**config.mk**
```make
export PLATFORM = sky130hd
export DESIGN_NAME = encoder_4x2
export DESIGN_NICKNAME = d
export VERILOG_FILES = /design/src/rtl/encoder_4x2.sv
export SDC_FILE = /design/constraint.sdc
export NUM_CORES = 1
export LEC_CHECK = 0
export CAP_MARGIN = 0
export CORE_AREA = 2 2 39 41
export CTS_CLUSTER_DIAMETER = 40
export DETAILED_ROUTE_END_ITERATION = 8
export DIE_AREA = 0 0 41 43
export HOLD_SLACK_MARGIN = 0.02
export SYNTH_ARGS = -nofsm -noshare
export SYNTH_HDL_FRONTEND = slang
export SYNTH_SLANG_ARGS = --single-unit
```
**constraint.sdc**
```tcl
create_clock -name clk -period 0.8 [get_ports clk]
set_input_delay 0.16 -clock clk [delete_from_list [all_inputs] [get_ports clk]]
set_output_delay 0.16 -clock clk [all_outputs]
set_load 0.01 [all_outputs]
```
**src/rtl/encoder_4x2.sv**
```systemverilog
// encoder_4x2: registered 4-to-2 priority encoder with valid flag and optional
// multi-hot error reporting, enabled by defining ENCODER_4X2_ERR_CHECK_EN.
module encoder_4x2 (
  input  logic       clk,
  input  logic       rst,
  input  logic       en,
  input  logic [3:0] in,
  input  logic       err_clr,
  output logic [1:0] out,
  output logic       valid,
  output logic       err,
  output logic [7:0] err_cnt
);
  logic [1:0] w_idx;
  logic [1:0] r_out;
  logic       r_valid;
  always_comb w_idx = in[3] ? 2'd3 : in[2] ? 2'd2 : in[1] ? 2'd1 : 2'd0;
  always_ff @(posedge clk or posedge rst) begin
    if (rst) begin
      r_out   <= 2'd0;
      r_valid <= 1'b0;
    end else if (en) begin
      r_out   <= w_idx;
      r_valid <= |in;
    end
  end
  assign out   = r_out;
  assign valid = r_valid;
`ifdef ENCODER_4X2_ERR_CHECK_EN
  logic       w_multi;
  logic       r_err;
  logic [7:0] r_err_cnt;
  // clearing the lowest set bit leaves something only if two or more were set
  always_comb w_multi = (in & (in - 4'd1)) != 4'd0;
  always_ff @(posedge clk or posedge rst) begin
    if (rst) begin
      r_err     <= 1'b0;
      r_err_cnt <= 8'd0;
    end else begin
      if (en) r_err <= w_multi;
      if (err_clr) r_err_cnt <= 8'd0;
      else if (en && w_multi && r_err_cnt != 8'hff) r_err_cnt <= r_err_cnt + 8'd1;
    end
  end
  assign err     = r_err;
  assign err_cnt = r_err_cnt;
`else
  logic w_unused;
  assign w_unused = err_clr;
  assign err      = 1'b0;
  assign err_cnt  = 8'd0;
`endif
endmodule

```
# After elaboration in Yosys (flattened, before gate mapping)
# Cells that the tools add are included.
dict set report op_classes {
  reduce_logical 1
  mux 3
}
# op n
set op_table {}
lappend op_table {{$mux W2} 2}
lappend op_table {{$reduce_or A4 Y1} 1}
lappend op_table {{$mux W1} 1}
dict set report word_totals {
  regBits 3
  out_inout_bits 12
  wordCells 6
  input_bits 8
}

# Depth between registers and ports, before layout
# Gate-level depths: netlist (run 1).
dict set report depth {
  depth_word 3
  depth_mapped 2
  depth_no_buf 2
}

# Worst setup path before layout (run 1)
# Ideal clock, no wire load.
dict set report synth_path {
  kind {reg2reg}
  start {register out[1] (netlist name)}
  end {register r_out[1], in the netlist out[1]}
  setup_time_ps 123
  path_stages_with_launch 3
  required_time_ps 677
  synth_period_minus_slack_ps 654
  n_path_buf 0
  t_arrival_ps 531
  slack_ps 146
  path_cell_list {dfrtp_1 -> nor2_1 -> a21oi_1}
}
# element line
set synth_rtl {}
lappend synth_rtl {{to (signal assigned)} 23} ;# r_out <= w_idx;
lappend synth_rtl {{to (decl)} 15} ;# logic [1:0] r_out;

# Final worst setup path (run 1)
dict set report layout_path {
  start {register r_out[0], in the netlist out[0]}
  end {output out[0]}
}
# element line
set layout_rtl {}
lappend layout_rtl {{to (decl)} 9} ;# output logic [1:0] out,
# No word-level cell between the ends.

==> results of run 1 <==
## flip-flops by register name (all words and copies together), names as in the netlist
name and count:
out 2, valid 1
## cell families (layout without fill, tap and decap cells)
kind of cell / count (synthesis) / in the layout / synth area share, %
other: 1 / 9 / 1.91
buffers and inverters: 11 / 19 / 38.2
DFF: 3 / 3 / 38.2
and+or+nand+nor: 6 / 6 / 12.7
AOI/OAI and AO/OA: 3 / 3 / 8.91
## where the power goes
group | total, W | switching, W | internal, W
clock | 0.000278 | 0.0000901 | 0.000188
combinational | 0.000112 | 0.0000558 | 0.0000565
sequential | 0.000168 | 0.00000473 | 0.000163
total | 0.000558 | 0.000151 | 0.000407
## cell type report
class | count | area, um2 | area share (%)
inverters | 2 | 7.51 | 2.33
clock buffers | 4 | 26.3 | 8.14
flip-flops and latches | 3 | 75.1 | 23.3
repair buffers | 13 | 108 | 33.3
well taps | 16 | 20.0 | 6.20
multi-input cells | 18 | 86.3 | 26.7
## what timing repair did
action / 4_1_cts / 5_1_grt
setup buffers: 3 / 1
gates resized for setup: 13 / 4
pin swaps: 0 / 0
setup endpoints to repair: 4 / 4
hold endpoints to repair: 0 / 0
## per-stage QoR
step	setup WS, ns	hold WS (ns)	cells
finish	-0.104	0.0890	56
floorplan	0.146	-0.0864	32
detailed placement	-0.257	0.345	48
global placement	-0.225	0.338	48
CTS	-0.116	0.0909	55
global route	-0.141	0.115	56
## layer usage
layer | wire [um] | track usage, % | vias up
li1 | - | - | 88
met1 | 105 | 2.25 | 85
met2 | 231 | 10.3 | 13
met3 | 51 | 5.24 | 4
met4 | 45 | 14.0 | 0
met5 | 0 | 0 | -
## worst max-delay path by stage
stage	from	end	slack, ns
6_report	out[0]	out[0]	-0.10
5_1_grt	out[0]	out[0]	-0.14
4_1_cts	out[0]	out[0]	-0.12
3_5_place_dp	en	out[0]	-0.26
3_3_place_gp	valid	valid	-0.23
2_1_floorplan	out[1]	out[1]	0.15
## synth_stat cells (all sizes together)
cell type / n
a21oi: 1
nand2b: 1
nor2: 5
inv: 2
a31oi: 2
dfrtp: 3
buf: 9
conb: 1
==> results.sh, run 1 <==
export IMPL_ctsHoldBuffers=0
export IMPL_area_of_the_placeable_core_um2=1380
export IMPL_final_util_pct=23.3
export IMPL_hold_class="input port to asynchronous set/reset pin"
export IMPL_routed_wl_um=434
export IMPL_cp_top_family="flip-flops"
export IMPL_finalNetCount=49
export IMPL_setup_reg_to_reg_worst_slack_ns=-0.05
export IMPL_first_pass_grt_wire_length_um=634
export IMPL_route_detailed_vias_per_inst=3.39
export IMPL_globalplace_congestion=0.576
export IMPL_drc=0
export IMPL_cts_sinks=3
export IMPL_grt_setup_unrepaired="true"
export IMPL_maxClockFrequency_ghz=1.11
export IMPL_critical_path_n_buffers_inverters=1
export IMPL_final_fill_count=172
export IMPL_crit_chain="buf_2"
export IMPL_power_leakage_nw=0.153
export IMPL_via_count=190
export IMPL_finalHoldViolCount=0
export IMPL_crit_reg2reg_capture="valid"
export IMPL_finalSetupViolCount=4
export IMPL_die_area_um2=1760
export IMPL_floorplan_die_height_um=43
export IMPL_crit_reg2reg_launch="valid"
export IMPL_leading_cell_type_in_the_layout_fill_and_taps_excluded="conb_1"
export IMPL_netlist_area_um2=196
export IMPL_synth_top_area_cell="dfrtp_1"
export IMPL_drive_above_1_share_pct=30.0
export IMPL_inserted_clock_buffers=3
export IMPL_drt_wirelength_per_cell_um=7.75
export IMPL_floorplan_io_pins=20
export IMPL_syn_to_final_growth_pct=64.3
export IMPL_startpoint_type="register"
export IMPL_run_status="finished, violations left"
export IMPL_power_per_cell_area_nw_per_um2=1730
export IMPL_drv_cap=0
export IMPL_cp_data_required_time_ns=0.64
export IMPL_synth_cell_types=8
export IMPL_final_design_area_no_fill_um2=323
export IMPL_layout_common_cells="conb_1, clkdlybuf4s50_1"
export IMPL_ant_nets=0
export IMPL_largest_net_degree_at_the_start_of_global_routing=7
export IMPL_crit_arrival_ns=0.74
export IMPL_synth_seq_cells=3
export IMPL_postSynthAreaPerCell_um2=8.18
export IMPL_area_share_of_the_largest_cell_type_after_synthesis_pct=38.2
export IMPL_setup_ws_ns=-0.104
export IMPL_violations_in_the_final_reports="setup timing"
export IMPL_ir_worst_vdd_mv=0.283
export IMPL_globalRouteOverflowTotal=0
export IMPL_tritoncts_clock_tree="built"
export IMPL_antenna_violations_before_repair=0
export IMPL_cell_area_after_placement_um2=269
export IMPL_critPathMaxStageDelay_ns=0.37
export IMPL_num_rows=14
export IMPL_post_synth_inst_count=24
export IMPL_ff2ff_path_depth=4
export IMPL_setup_worst_path_class="register to primary output"
export IMPL_endpoint_kind="primary output"
export IMPL_global_route_usage_total_pct=7.13
export IMPL_synth_yosys_seq_area_share_pct=38.2
export IMPL_diodes=0
export IMPL_fin_skew_ns=0
export IMPL_portBuffers=9
export IMPL_fp_dieW_um=41
export IMPL_clock_root_buffer="clkbuf_4"
export IMPL_drv_slew=0
export IMPL_ctsLongestPathBuffers=2
export IMPL_initial_standard_cell_utilization_of_the_core_pct=14.2
export IMPL_hpwl_um=310
export IMPL_final_period_minus_worst_setup_slack_ns=0.904
export IMPL_yosys_warn_count=0
export IMPL_clock_latency_ns=0.24
export IMPL_cp_num_cells=1
export IMPL_drt_pass1_iterations=2
export IMPL_critical_path_max_fanout=2
export IMPL_final_setup_tns_ns=-0.351
export IMPL_synth_area_leaders="dfrtp_1, buf_4, nor2_1"
export IMPL_first_drt_iteration_drcs=2
export IMPL_clkTransAtPathRegs_ns=0.04
export IMPL_timing_critical_path_slowest_stage_cell="dfrtp_1"
export IMPL_post_route_period_util_pct=113
export IMPL_grt_pass1_vias=181
export IMPL_power_w=0.000558
export IMPL_cts_max_level=1
Note: power is estimated with default switching activity, not from simulation.
==> run 2, diff against run 1 <==
--- a/config.mk
+++ b/config.mk
@@ -14,3 +14,4 @@
 export SYNTH_ARGS = -nofsm -noshare
 export SYNTH_HDL_FRONTEND = slang
 export SYNTH_SLANG_ARGS = --single-unit
+export TNS_END_PERCENT = 30
==> results.sh, run 2 (synthesized netlist as in run 1, its figures left out) <==
export IMPL_power_combinational_fraction_pct=19.0
export IMPL_largest_net_degree_at_the_start_of_global_routing=7
export IMPL_cts_max_level=1
export IMPL_diodes=0
export IMPL_cts_sinks=3
export IMPL_endpoint_kind="primary output"
export IMPL_fin_skew_ns=0
export IMPL_layout_common_cells="conb_1, clkdlybuf4s50_1"
export IMPL_setup_ws_ns=-0.104
export IMPL_power_per_cell_area_nw_per_um2=1770
export IMPL_ff2ff_path_depth=4
export IMPL_power_w=0.000551
export IMPL_clock_root_buffer="clkbuf_4"
export IMPL_drv_cap=0
export IMPL_cp_top_family="flip-flops"
export IMPL_drive_above_1_share_pct=28.2
export IMPL_globalRouteOverflowTotal=0
export IMPL_violations_in_the_final_reports="setup timing"
export IMPL_switching_fraction_of_total_power_pct=27.1
export IMPL_num_rows=14
export IMPL_maxClockFrequency_ghz=1.11
export IMPL_power_frac_seq_pct=30.5
export IMPL_floorplan_die_height_um=43
export IMPL_power_switching_w=0.000149
export IMPL_area_of_the_placeable_core_um2=1380
export IMPL_die_area_um2=1760
export IMPL_routed_wl_um=433
export IMPL_crit_reg2reg_capture="valid"
export IMPL_leading_cell_type_in_the_layout_fill_and_taps_excluded="conb_1"
export IMPL_grt_setup_unrepaired="true"
export IMPL_global_route_usage_met3_pct=5.24
export IMPL_startpoint_type="register"
export IMPL_global_route_usage_total_pct=6.93
export IMPL_run_status="finished, violations left"
export IMPL_top_usage_layer="met4"
export IMPL_finalSetupViolCount=4
export IMPL_p_int_w=0.000402
export IMPL_drt_wirelength_per_cell_um=7.87
export IMPL_fp_dieW_um=41
export IMPL_dp_worst_setup_slack_ns=-0.257
export IMPL_hpwl_um=310
export IMPL_drc=0
export IMPL_clock_latency_ns=0.24
export IMPL_antenna_violations_before_repair=0
export IMPL_route_detailed_vias_per_inst=3.38
export IMPL_setup_worst_path_class="register to primary output"
export IMPL_grt_met1_usage_pct=2.25
export IMPL_globalplace_congestion=0.576
export IMPL_first_drt_iteration_drcs=2
export IMPL_finalHoldViolCount=0
export IMPL_globalRouteMet2Util_pct=9.69
export IMPL_hold_class="input port to asynchronous set/reset pin"
export IMPL_first_pass_grt_wire_length_um=607
export IMPL_critical_path_max_fanout=2
export IMPL_ir_worst_vdd_mv=0.283
export IMPL_setup_reg_to_reg_worst_slack_ns=-0.07
export IMPL_critical_path_n_buffers_inverters=1
export IMPL_final_util_pct=22.5
export IMPL_crit_chain="buf_2"
export IMPL_initial_standard_cell_utilization_of_the_core_pct=14.2
export IMPL_clock_power_share_pct=50.4
export IMPL_ant_nets=0
export IMPL_crit_arrival_ns=0.74
export IMPL_power_leakage_nw=0.147
export IMPL_via_count=186
export IMPL_floorplan_io_pins=20
export IMPL_critPathMaxStageDelay_ns=0.37
export IMPL_drt_pass1_iterations=2
export IMPL_portBuffers=9
export IMPL_syn_to_final_growth_pct=58.6
export IMPL_cp_data_required_time_ns=0.64
export IMPL_ctsLongestPathBuffers=2
export IMPL_drv_slew=0
export IMPL_grt_pass1_vias=173
export IMPL_clkTransAtPathRegs_ns=0.04
export IMPL_post_route_period_util_pct=113
export IMPL_finalNetCount=48
export IMPL_timing_critical_path_slowest_stage_cell="dfrtp_1"
export IMPL_crit_reg2reg_launch="valid"
export IMPL_final_period_minus_worst_setup_slack_ns=0.904
export IMPL_inserted_clock_buffers=3
export IMPL_tritoncts_clock_tree="built"
export IMPL_largest_reg_flops=2
-- run 2: metal layers --
layer / part of all wire (%) / wire, um
met1: 25 / 108
met2: 53 / 231
met3: 11 / 46
met4: 10 / 45
met5: 0 / 0
-- run 2: worst max path at each step --
| stage | cells after the start | startpoint | slack [ns] | endpoint |
|---|---|---|---|---|
| after floorplan | 2 | out[1] | 0.15 | out[1] |
| after global placement | 1 | valid | -0.23 | valid |
| after detailed placement | 3 | en | -0.26 | out[0] |
| after CTS | 1 | out[0] | -0.12 | out[0] |
| after global routing | 1 | out[0] | -0.14 | out[0] |
| final | 1 | out[0] | -0.10 | out[0] |
-- run 2: power groups by stage --
stage	logic, W	clock network [W]	registers, W
2_1_floorplan	0.0000673	0	0.000176
3_3_place_gp	0.0000965	0	0.000171
3_5_place_dp	0.0000984	0	0.000171
4_1_cts	0.0000964	0.000286	0.000168
5_1_grt	0.000116	0.000312	0.000169
6_report	0.000105	0.000278	0.000168
-- run 2: through the flow --
step                      std cells  hold slack, ns  setup TNS, ns  cell area, um2
after floorplan                  32         -0.0864              0             226
after global placement           48           0.338          -1.21             269
after detailed placement         48           0.345          -1.33             269
after CTS                        54          0.0909         -0.331             294
after global routing             55           0.115         -0.509             312
final                            55          0.0892         -0.374             312
-- run 2: layout make-up --
cell class	instances	area [um2]
multi-input cells	18	86.3
repair buffers	12	96.3
fillers	173	1070
clock buffers	4	26.3
flip-flops and latches	3	75.1
inverters	2	7.51
well taps	16	20.0
-- run 2: timing repair --
action | 4_1_cts | 5_1_grt
resized for setup | 13 | 3
hold buffers | 0 | 0
endpoints found under the setup margin | 4 | 4
buffers inserted | 2 | 1
